[src/rtl/fp32_normalizer_pipe.sv]
// Post-addition normaliser for the FP32 adder: carry right-shift, leading-zero
// left shift, exponent adjust and zero/denormal/overflow handling in two stages.
module fp32_normalizer_pipe #(
    parameter int MANT_W = 24,
    parameter int EXP_W  = 8
) (
    input  logic              clk,
    input  logic              rst_n,
    input  logic              in_valid,
    output logic              in_ready,
    input  logic [MANT_W:0]   in_mant,
    input  logic [EXP_W-1:0]  in_exp,
    input  logic              in_sign,
    output logic              out_valid,
    input  logic              out_ready,
    output logic [MANT_W-1:0] out_mant,
    output logic [EXP_W-1:0]  out_exp,
    output logic              out_sign,
    output logic              out_zero,
    output logic              out_ovf
);

    localparam int LZC_W = $clog2(MANT_W + 1);
    localparam int XW    = EXP_W + 1;
    localparam logic [EXP_W-1:0] EXP_MAX = {EXP_W{1'b1}};

    // Leading zeros of the significand field; MANT_W when it is all zero.
    function automatic logic [LZC_W-1:0] count_lz(input logic [MANT_W-1:0] m);
        logic [LZC_W-1:0] n;
        n = LZC_W'(MANT_W);
        for (int i = 0; i < MANT_W; i++) begin
            if (m[i]) begin
                n = LZC_W'(MANT_W - 1 - i);
            end else begin
                n = n;
            end
        end
        return n;
    endfunction

    // Zero-filling logarithmic left shifter, largest stage first.
    function automatic logic [MANT_W-1:0] shift_left(input logic [MANT_W-1:0] m,
                                                     input logic [LZC_W-1:0] amt);
        logic [MANT_W-1:0] r;
        r = m;
        for (int lvl = LZC_W - 1; lvl >= 0; lvl--) begin
            if (amt[lvl]) begin
                r = r << (1 << lvl);
            end else begin
                r = r;
            end
        end
        return r;
    endfunction

    logic              s1_adv_s;
    logic              s2_adv_s;

    logic              s1_valid_q, s1_valid_d;
    logic [MANT_W:0]   s1_mant_q,  s1_mant_d;
    logic [EXP_W-1:0]  s1_exp_q,   s1_exp_d;
    logic              s1_sign_q,  s1_sign_d;
    logic              s1_carry_q, s1_carry_d;
    logic [LZC_W-1:0]  s1_lzc_q,   s1_lzc_d;
    logic              s1_zero_q,  s1_zero_d;

    logic              out_valid_q, out_valid_d;
    logic [MANT_W-1:0] out_mant_q,  out_mant_d;
    logic [EXP_W-1:0]  out_exp_q,   out_exp_d;
    logic              out_sign_q,  out_sign_d;
    logic              out_zero_q,  out_zero_d;
    logic              out_ovf_q,   out_ovf_d;

    logic [XW-1:0]     e_s;
    logic [XW-1:0]     e_inc_s;
    logic [XW-1:0]     lzc_x_s;
    logic [LZC_W-1:0]  shamt_s;
    logic [MANT_W-1:0] shifted_s;
    logic [MANT_W-1:0] norm_mant_s;
    logic [EXP_W-1:0]  norm_exp_s;
    logic              norm_zero_s;
    logic              norm_ovf_s;

    // Handshake: a stage may advance when it is empty or its successor advances.
    always_comb begin
        s2_adv_s = ~out_valid_q | out_ready;
        s1_adv_s = ~s1_valid_q | s2_adv_s;
        in_ready = s1_adv_s & rst_n;
    end

    // Stage 1 next state: capture the word plus carry, lzc and zero flags.
    always_comb begin
        s1_valid_d = s1_valid_q;
        s1_mant_d  = s1_mant_q;
        s1_exp_d   = s1_exp_q;
        s1_sign_d  = s1_sign_q;
        s1_carry_d = s1_carry_q;
        s1_lzc_d   = s1_lzc_q;
        s1_zero_d  = s1_zero_q;
        if (s1_adv_s) begin
            s1_valid_d = in_valid;
            if (in_valid) begin
                s1_mant_d  = in_mant;
                s1_exp_d   = in_exp;
                s1_sign_d  = in_sign;
                s1_carry_d = in_mant[MANT_W];
                s1_lzc_d   = count_lz(in_mant[MANT_W-1:0]);
                s1_zero_d  = (in_mant == {(MANT_W + 1){1'b0}});
            end else begin
                s1_mant_d = s1_mant_q;
            end
        end else begin
            s1_valid_d = s1_valid_q;
        end
    end

    // Stage 1 registers.
    always_ff @(posedge clk or negedge rst_n) begin
        if (!rst_n) begin
            s1_valid_q <= 1'b0;
            s1_mant_q  <= '0;
            s1_exp_q   <= '0;
            s1_sign_q  <= 1'b0;
            s1_carry_q <= 1'b0;
            s1_lzc_q   <= '0;
            s1_zero_q  <= 1'b0;
        end else begin
            s1_valid_q <= s1_valid_d;
            s1_mant_q  <= s1_mant_d;
            s1_exp_q   <= s1_exp_d;
            s1_sign_q  <= s1_sign_d;
            s1_carry_q <= s1_carry_d;
            s1_lzc_q   <= s1_lzc_d;
            s1_zero_q  <= s1_zero_d;
        end
    end

    // Normalisation: exponent math at EXP_W+1 bits, one shared shifter.
    always_comb begin
        e_s         = {1'b0, s1_exp_q};
        e_inc_s     = e_s + XW'(1);
        lzc_x_s     = XW'(s1_lzc_q);
        shamt_s     = '0;
        norm_mant_s = '0;
        norm_exp_s  = '0;
        norm_zero_s = 1'b0;
        norm_ovf_s  = 1'b0;
        if (s1_zero_q) begin
            norm_zero_s = 1'b1;
        end else if (s1_carry_q) begin
            if (e_inc_s == {1'b0, EXP_MAX}) begin
                norm_exp_s = EXP_MAX;
                norm_ovf_s = 1'b1;
            end else begin
                norm_mant_s = s1_mant_q[MANT_W:1];
                norm_exp_s  = EXP_W'(e_inc_s);
            end
        end else if (lzc_x_s < e_s) begin
            shamt_s     = s1_lzc_q;
            norm_mant_s = shifted_s;
            norm_exp_s  = EXP_W'(e_s - lzc_x_s);
        end else begin
            // Result stays denormal: shift only as far as exponent 1 allows.
            if (e_s == {XW{1'b0}}) begin
                shamt_s = '0;
            end else begin
                shamt_s = LZC_W'(e_s - XW'(1));
            end
            norm_mant_s = shifted_s;
            norm_exp_s  = '0;
        end
    end

    assign shifted_s = shift_left(s1_mant_q[MANT_W-1:0], shamt_s);

    // Stage 2 next state: load on s1->s2 transfer, hold while stalled.
    always_comb begin
        out_valid_d = out_valid_q;
        out_mant_d  = out_mant_q;
        out_exp_d   = out_exp_q;
        out_sign_d  = out_sign_q;
        out_zero_d  = out_zero_q;
        out_ovf_d   = out_ovf_q;
        if (s2_adv_s) begin
            out_valid_d = s1_valid_q;
            if (s1_valid_q) begin
                out_mant_d = norm_mant_s;
                out_exp_d  = norm_exp_s;
                out_sign_d = s1_sign_q;
                out_zero_d = norm_zero_s;
                out_ovf_d  = norm_ovf_s;
            end else begin
                out_mant_d = out_mant_q;
            end
        end else begin
            out_valid_d = out_valid_q;
        end
    end

    // Stage 2 (output) registers.
    always_ff @(posedge clk or negedge rst_n) begin
        if (!rst_n) begin
            out_valid_q <= 1'b0;
            out_mant_q  <= '0;
            out_exp_q   <= '0;
            out_sign_q  <= 1'b0;
            out_zero_q  <= 1'b0;
            out_ovf_q   <= 1'b0;
        end else begin
            out_valid_q <= out_valid_d;
            out_mant_q  <= out_mant_d;
            out_exp_q   <= out_exp_d;
            out_sign_q  <= out_sign_d;
            out_zero_q  <= out_zero_d;
            out_ovf_q   <= out_ovf_d;
        end
    end

    assign out_valid = out_valid_q;
    assign out_mant  = out_mant_q;
    assign out_exp   = out_exp_q;
    assign out_sign  = out_sign_q;
    assign out_zero  = out_zero_q;
    assign out_ovf   = out_ovf_q;

endmodule
[config.mk]
export PLATFORM = sky130hd
export DESIGN_NAME = fp32_normalizer_pipe
export DESIGN_NICKNAME = d
export VERILOG_FILES = /design/src/rtl/fp32_normalizer_pipe.sv
export SDC_FILE = /design/constraint.sdc
export NUM_CORES = 1
export LEC_CHECK = 0
export CAP_MARGIN = 20
export CORE_ASPECT_RATIO = 0.6
export CORE_MARGIN = 5
export CORE_UTILIZATION = 61
export CTS_BUF_LIST = sky130_fd_sc_hd__clkbuf_4 sky130_fd_sc_hd__clkbuf_8
export CTS_CLUSTER_SIZE = 10
export DETAILED_ROUTE_END_ITERATION = 16
export GPL_TIMING_DRIVEN = 0
export PLACE_DENSITY = 0.88
export SYNTH_ARGS = -nofsm -noshare
export SYNTH_HDL_FRONTEND = slang
export SYNTH_SLANG_ARGS = --single-unit
[constraint.sdc]
create_clock -name clk -period 10.6 [get_ports clk]
set_input_delay 2.12 -clock clk [delete_from_list [all_inputs] [get_ports clk]]
set_output_delay 2.12 -clock clk [all_outputs]
set_load 0.01 [all_outputs]
==> key figures, run 1 <==
Run status
  – Outcome: finished, final reports clean

Clock tree
  – Post_cts resized: 0
  – Post-CTS setup buffers: 0
  – Root cell of the clock tree: clkbuf_8
  – Clk Latency, worst-skew pair: 370 ps
  – Clock slew at reported path FFs: 80 ps
  – Max clock buf depth: 2
  – CTS buffer count: 9
  – Sinks on Clock Net: 77
  – CTS tree: yes
  – H-tree levels: 3
  – Hold buffer count at CTS: 0

Route
  – Drt drc: 0
  – Detailed Route Iter0 Violations: 758
  – Drt total wl: 17,700 um
  – Routed via count: 5,188
  – Drt pass-1 iters: 7
  – Post-DR wirelength/cell: 23.6 um
  – Vias per cell: 6.93
  – Final ANT Viol Nets: 0

Synthesis
  – Post-Synth Simple-Gate Area: 15.2%
  – Share of the synthesized area in the top cell type: 37.3%
  – Number of synthesized flops with an enable pin: 0
  – Synth async-reset ratio: 100%
  – XOR/XNOR Fraction of Synth Area: 1.69%
  – Most used DFF post-synth: dfrtp_1
  – Compound-cell area share of the yosys netlist: 21.8%
  – Synth Register Bits: 77
  – Cell count after synthesis: 546
  – Syn Area/Cell: 9.47 um2
  – Most frequent cell after synthesis: dfrtp_1
  – Ranking of synthesized cells by area: dfrtp_1, mux2_2, mux2i_1, nand2_1, o21ai_0
  – Syn Nets: 594
  – Synth area leader: dfrtp_1
  – Synthesized cell area: 5170 um2
  – Distinct cells, synth: 72
  – Post-Synth Adder-Cell Area: 2.56%
  – Largest family of logic cells by synthesized area: compound AO/OA/AOI/OAI gates
  – Post-synthesis mux area share: 16.5%
  – Post-synth top cells: dfrtp_1, nand2_1, mux2_2, mux2i_1, o21ai_0
  – Register area share after synthesis: 37.3%
  – Yosys warnings: 0

Die
  – I/O Pins: 75
  – Rows: 26
  – Core ar.: 8390 um2
  – DIE AREA: 10,500 um2
  – Die width: 129 um
  – Initial cell density of the core: 61.6%
  – Die H: 81.3 um

STA
  – Max Clock Skew: 9.83 ps
  – Worst slew pin tran: 1040 ps
  – Max_slew headroom: 29.8%
  – Unrepaired setup endpoints after global routing: no
  – Tcrit/Tclk final: 51.9%
  – Final hold violation count: 0
  – Slew Viols, Final: 0
  – Tmin final: 5500 ps
  – Sum Neg Setup Slack: 0 ps
  – Final setup fails: 0
  – Post-route setup slack: 5100 ps
  – F_max: 182 MHz

Layout
  – Finished Layout Cells: 749
  – Final #Nets: 680
  – Fraction of layout cells with a size suffix above 1: 14.3%
  – Fill count: 587
  – ANT cells: 0
  – FF/Latch Area: 1930 um2
  – Multi-input gate area: 2980 um2
  – Final core occ: 74.6%
  – Area growth syn-to-layout: 21.1%

Job
  – Maxcap violations: 0

Worst setup path
  – Worst setup EP type: primary output
  – Reg2reg setup slack: 6430 ps
  – R2r startpoint: s1_exp_q[0]$_DFFE_PN0P_
  – Reg2reg path depth: 14
  – Setup crit start kind: input pin
  – WS Path Type: input pin to primary output
  – WP data arrival: 3380 ps
  – Start point of the critical path: out_ready
  – CP required: 8480 ps
  – Critical Path End: in_ready
  – R2r endpoint: out_mant[15]$_DFFE_PN0P_
  – Crit Path Max Fanout: 3

Place
  – GPL Wtd Cong: 1.03
  – Placed Cells: 733
  – Setup WS pre-CTS: 5110 ps
  – Number of port buffers: 74
  – Detailed Place HPWL: 13,600 um

Global route
  – First-pass GRT wire length: 27,800 um
  – Grt ovf: 0
  – Number of global-route vias before repair: 5,048
  – GRT Total Usage: 35.2%
  – Initial antenna violation count: 0
  – Largest net degree at the start of global routing: 76

Pwr
  – Power per cell area: 175 nW/um2
  – Leak: 2.59 nW
  – Peak supply drop: 0.107 mV

Hold path
  – Hold crit path type: flip-flop to flip-flop
critical path, cell delays in order:
cell and delay [ps]:
clkdlybuf4s50_1 460, nand3b_1 140, and2_1 140, clkdlybuf4s50_1 530
worst min path at each step:
| stage | start | endpoint | cells past startpoint |
|---|---|---|---|
| after detailed placement | out_ovf$_DFFE_PN0P_ | out_ovf$_DFFE_PN0P_ | 2 |
| after CTS | out_ovf$_DFFE_PN0P_ | out_ovf$_DFFE_PN0P_ | 2 |
| after global placement | out_mant[0]$_DFFE_PN0P_ | out_mant[0]$_DFFE_PN0P_ | 2 |
| final | out_ovf$_DFFE_PN0P_ | out_ovf$_DFFE_PN0P_ | 2 |
| after floorplan | s1_lzc_q[2]$_DFFE_PN0P_ | s1_lzc_q[2]$_DFFE_PN0P_ | 2 |
| after global routing | s1_sign_q$_DFFE_PN0P_ | s1_sign_q$_DFFE_PN0P_ | 1 |
through the flow:
| stage | total power, mW | cell area [um2] | hold WS (ps) |
|---|---|---|---|
| floorplan | 0.661 | 5170 | 470 |
| global placement | 0.855 | 6050 | 463 |
| detailed placement | 0.874 | 6080 | 473 |
| CTS | 1.08 | 6260 | 490 |
| global route | 1.15 | 6260 | 533 |
| finish | 1.10 | 6260 | 483 |
state kept, by name, indices dropped and copies added, names as in the netlist:
| register | cells |
|---|---|
| s1_zero_q | 1 |
| s1_sign_q | 1 |
| out_zero | 1 |
| out_valid | 1 |
| out_sign | 1 |
| s1_lzc_q | 5 |
| s1_valid_q | 1 |
| s1_exp_q | 8 |
| s1_mant_q | 25 |
| out_mant | 24 |
| out_exp | 8 |
| out_ovf | 1 |
layer usage:
layer	GRT usage [%]	wire length [um]	vias to the layer above
li1	-	-	2219
met1	52.0	7520	2498
met2	49.8	7160	425
met3	10.6	2670	46
met4	9.96	298	0
met5	0	0	-
cells by family after synthesis:
family | Yosys count
AO/OA/AOI/OAI | 160
AND/OR/NAND/NOR | 156
multiplexers | 78
flip-flops | 77
buffers and inverters | 55
XOR/XNOR | 10
adder cells (fa/ha/maj) | 10
power by group:
group / internal (mW) / switching, mW
Sequential: 0.356 / 0.0638
Clock: 0.0925 / 0.118
Combinational: 0.219 / 0.245
Total: 0.668 / 0.427
layout make-up:
| class | instances | area share [%] |
|---|---|---|
| buffer | 36 | 3.06 |
| clock buffer | 10 | 2.20 |
| clock inverter | 6 | 0.720 |
| inverter | 19 | 1.14 |
| multi-input combinational | 414 | 47.6 |
| sequential | 77 | 30.8 |
| tap | 112 | 2.24 |
| timing repair buffer | 75 | 12.2 |
layout by cell type, fill, tap and decap left out, types with 5 or more instances in the layout:
master	netlist	layout
nor2_1	26	26
o211ai_1	13	13
dfrtp_1	77	77
mux2i_1	36	36
nand3_1	14	14
ha_1	9	9
buf_2	9	9
clkdlybuf4s50_1	0	73
inv_1	19	19
clkbuf_1	15	15
a22oi_1	15	15
o31ai_1	7	7
a21o_1	7	7
nand2_1	55	55
mux2_2	39	39
nand2b_1	9	9
nor4_1	7	7
a21oi_1	23	23
clkbuf_8	0	10
a211oi_1	5	5
nor3_1	12	12
o221ai_1	6	6
xnor2_1	8	8
and3_1	7	7
o21ai_0	34	34
buf_4	4	5
Power figures use the tool's default switching activity.
==> run 2, diff against run 1 <==
Settings changed: CORE_UTILIZATION 61 to 51, PLACE_DENSITY 0.88 to 0.79.
Clock period 10.6 ns to 4.75 ns, I/O delays scaled along.
==> run 2 against run 1 <==
Compared with the run above:
- cell count increased by 3.1%
- critical path depth increased by 8
- clock-buffer cell count unchanged
- flip-flop and latch count unchanged
- critical endpoint is now out_mant[23]$_DFFE_PN0P_
- highest routed layer unchanged
==> key figures, run 2 (synthesis results as in run 1) <==
Global route
  – Number of global-route vias before repair: 4,667 (was 5,048)
  – Largest net degree at the start of global routing: 73 (was 76)
  – First-pass GRT wire length: 27,000 um (was 27,800 um)
  – Initial antenna violation count: 0 (unchanged)
  – Grt ovf: 0 (unchanged)
  – GRT Total Usage: 28.6% (was 35.2%)

Clock tree
  – Max clock buf depth: 2 (unchanged)
  – Sinks on Clock Net: 77 (unchanged)
  – Post_cts resized: 0 (unchanged)
  – Hold buffer count at CTS: 0 (unchanged)
  – H-tree levels: 3 (unchanged)
  – CTS tree: yes (unchanged)
  – Root cell of the clock tree: clkbuf_8 (unchanged)
  – Post-CTS setup buffers: 0 (unchanged)
  – Clock slew at reported path FFs: 90 ps (was 80 ps)
  – CTS buffer count: 9 (unchanged)
  – Clk Latency, worst-skew pair: 370 ps (about the same)

Layout
  – ANT cells: 0 (unchanged)
  – Fill count: 804 (was 587)
  – Final #Nets: 680 (unchanged)
  – Most flop-heavy register: s1_mant_q (unchanged)
  – Final Cell Area: 6340 um2 (was 6260 um2)
  – Finished Layout Cells: 772 (was 749)
  – Area growth syn-to-layout: 22.6% (was 21.1%)
  – Most common cell after layout, fill and taps aside: dfrtp_1 (unchanged)
  – Commonest non-fill, non-tap cells in the layout: dfrtp_1, clkdlybuf4s50_1, nand2_1 (unchanged)
  – Max reg flops: 25 (unchanged)
  – Fraction of layout cells with a size suffix above 1: 14.3% (unchanged)

Route
  – Routed via count: 5,034 (was 5,188)
  – Detailed Route Iter0 Violations: 613 (was 758)
  – Post-DR wirelength/cell: 22.7 um (was 23.6 um)
  – Drt total wl: 17,500 um (was 17,700 um)
  – Vias per cell: 6.52 (was 6.93)
  – Drt pass-1 iters: 6 (was 7)
  – Final ANT Viol Nets: 0 (unchanged)
  – Drt drc: 0 (unchanged)

Job
  – Maxcap violations: 0 (unchanged)

Die
  – Die H: 88 um (was 81.3 um)
  – Initial cell density of the core: 52.3% (was 61.6%)
  – Die width: 140 um (was 129 um)
  – Core ar.: 9880 um2 (was 8390 um2)
  – I/O Pins: 75 (unchanged)
  – Rows: 28 (was 26)
  – DIE AREA: 12,300 um2 (was 10,500 um2)

Worst setup path
  – CP required: 4990 ps (was 8480 ps)
  – WP data arrival: 4530 ps (was 3380 ps)
  – Reg2reg setup slack: 460 ps (was 6430 ps)
  – R2r startpoint: s1_exp_q[0]$_DFFE_PN0P_ (unchanged)
  – R2r endpoint: out_mant[23]$_DFFE_PN0P_ (was out_mant[15]$_DFFE_PN0P_)
  – Worst setup EP type: flip-flop (was primary output)
  – Crit Path Max Fanout: 10 (was 3)
  – WS Path Type: flip-flop to flip-flop (was input pin to primary output)
  – Setup crit start kind: flip-flop (was input pin)
  – Reg2reg path depth: 12 (was 14)

STA
  – Slew Viols, Final: 0 (unchanged)
  – Max Clock Skew: 12.7 ps (was 9.83 ps)
  – Final hold violation count: 0 (unchanged)
  – Sum Neg Setup Slack: 0 ps (unchanged)
  – Final setup fails: 0 (unchanged)
  – Tmin final: 4290 ps
  – Max_slew headroom: 36.1% (was 29.8%)
  – F_max: 233 MHz
  – Worst slew pin tran: 951 ps (was 1040 ps)
  – Unrepaired setup endpoints after global routing: no (unchanged)
  – Post-route setup slack: 459 ps (was 5100 ps)
  – Tcrit/Tclk final: 90.3%

Pwr
  – Power per cell area: 401 nW/um2 (was 175 nW/um2)
  – Leak: 2.62 nW (was 2.59 nW)
  – Peak supply drop: 0.240 mV (was 0.107 mV)

Place
  – Placed Cells: 756 (was 733)
  – Detailed Place HPWL: 13,600 um (about the same)
  – Number of port buffers: 74 (unchanged)
  – Setup WS pre-CTS: 677 ps (was 5110 ps)
  – Placed inst area: 6110 um2 (was 6080 um2)
  – GPL Wtd Cong: 1.01 (was 1.03)

Hold path
  – Hold crit path type: input pin to asynchronous set/reset pin (was flip-flop to flip-flop)

Run status
  – Outcome: finished, final reports clean (unchanged)
==> run 2: how the worst max path moves through the flow <==
stage,start,end,slack [ps],cells after the start
6_report,s1_exp_q[0]$_DFFE_PN0P_,out_mant[23]$_DFFE_PN0P_,460,12
5_1_grt,s1_exp_q[0]$_DFFE_PN0P_,out_mant[23]$_DFFE_PN0P_,320,12
4_1_cts,s1_exp_q[0]$_DFFE_PN0P_,out_mant[23]$_DFFE_PN0P_,630,12
3_5_place_dp,s1_exp_q[0]$_DFFE_PN0P_,out_mant[23]$_DFFE_PN0P_,680,12
3_3_place_gp,rst_n,in_ready,-990,3
2_1_floorplan,s1_exp_q[0]$_DFFE_PN0P_,out_mant[20]$_DFFE_PN0P_,1360,15
==> run 2: per-stage QoR <==
stage	util, %	hold slack [ps]	power (mW)
5_1_grt	64.1	375	2.67
3_3_place_gp	61.6	465	1.93
4_1_cts	64.1	381	2.53
6_report	64.1	391	2.54
3_5_place_dp	61.8	474	1.95
2_1_floorplan	-	470	1.48
==> run 2: final cells by class <==
class / count / area (um2) / share of cell area [%]
plain buffers: 36 / 191 / 3.02
clock buffers: 10 / 138 / 2.17
clock inverters: 6 / 93.8 / 1.48
multi-input cells: 414 / 2980 / 47.0
inverters: 19 / 71.3 / 1.13
well taps: 135 / 169 / 2.67
repair buffers: 75 / 766 / 12.1
flip-flops and latches: 77 / 1930 / 30.4
==> run 2: worst max-delay path, stage by stage (launching register included) <==
cell and delay (ps):
dfrtp_1 500, inv_1 260, ha_1 190, inv_1 50
fa_1 430, a211o_1 350, a21bo_2 250, nand2_2 100
mux2i_2 720, clkbuf_1 550, nor3_1 250, a2111oi_2 390
o31ai_1 110
==> run 2: metal layers <==
metal  share of wire [%]  wire length (um)  track usage (%)  vias to the layer above
li1                    -                 -                -                     2224
met1                  48              8490             45.0                     2425
met2                  38              6580             38.7                      351
met3                  13              2260             8.57                       34
met4                 1.2               209             5.10                        0
met5                   0                 0                0                        -
==> run 2: where the power goes <==
group	internal (mW)	switching (mW)	total [mW]
registers	0.795	0.141	0.936
clock network	0.314	0.262	0.575
logic	0.490	0.541	1.03
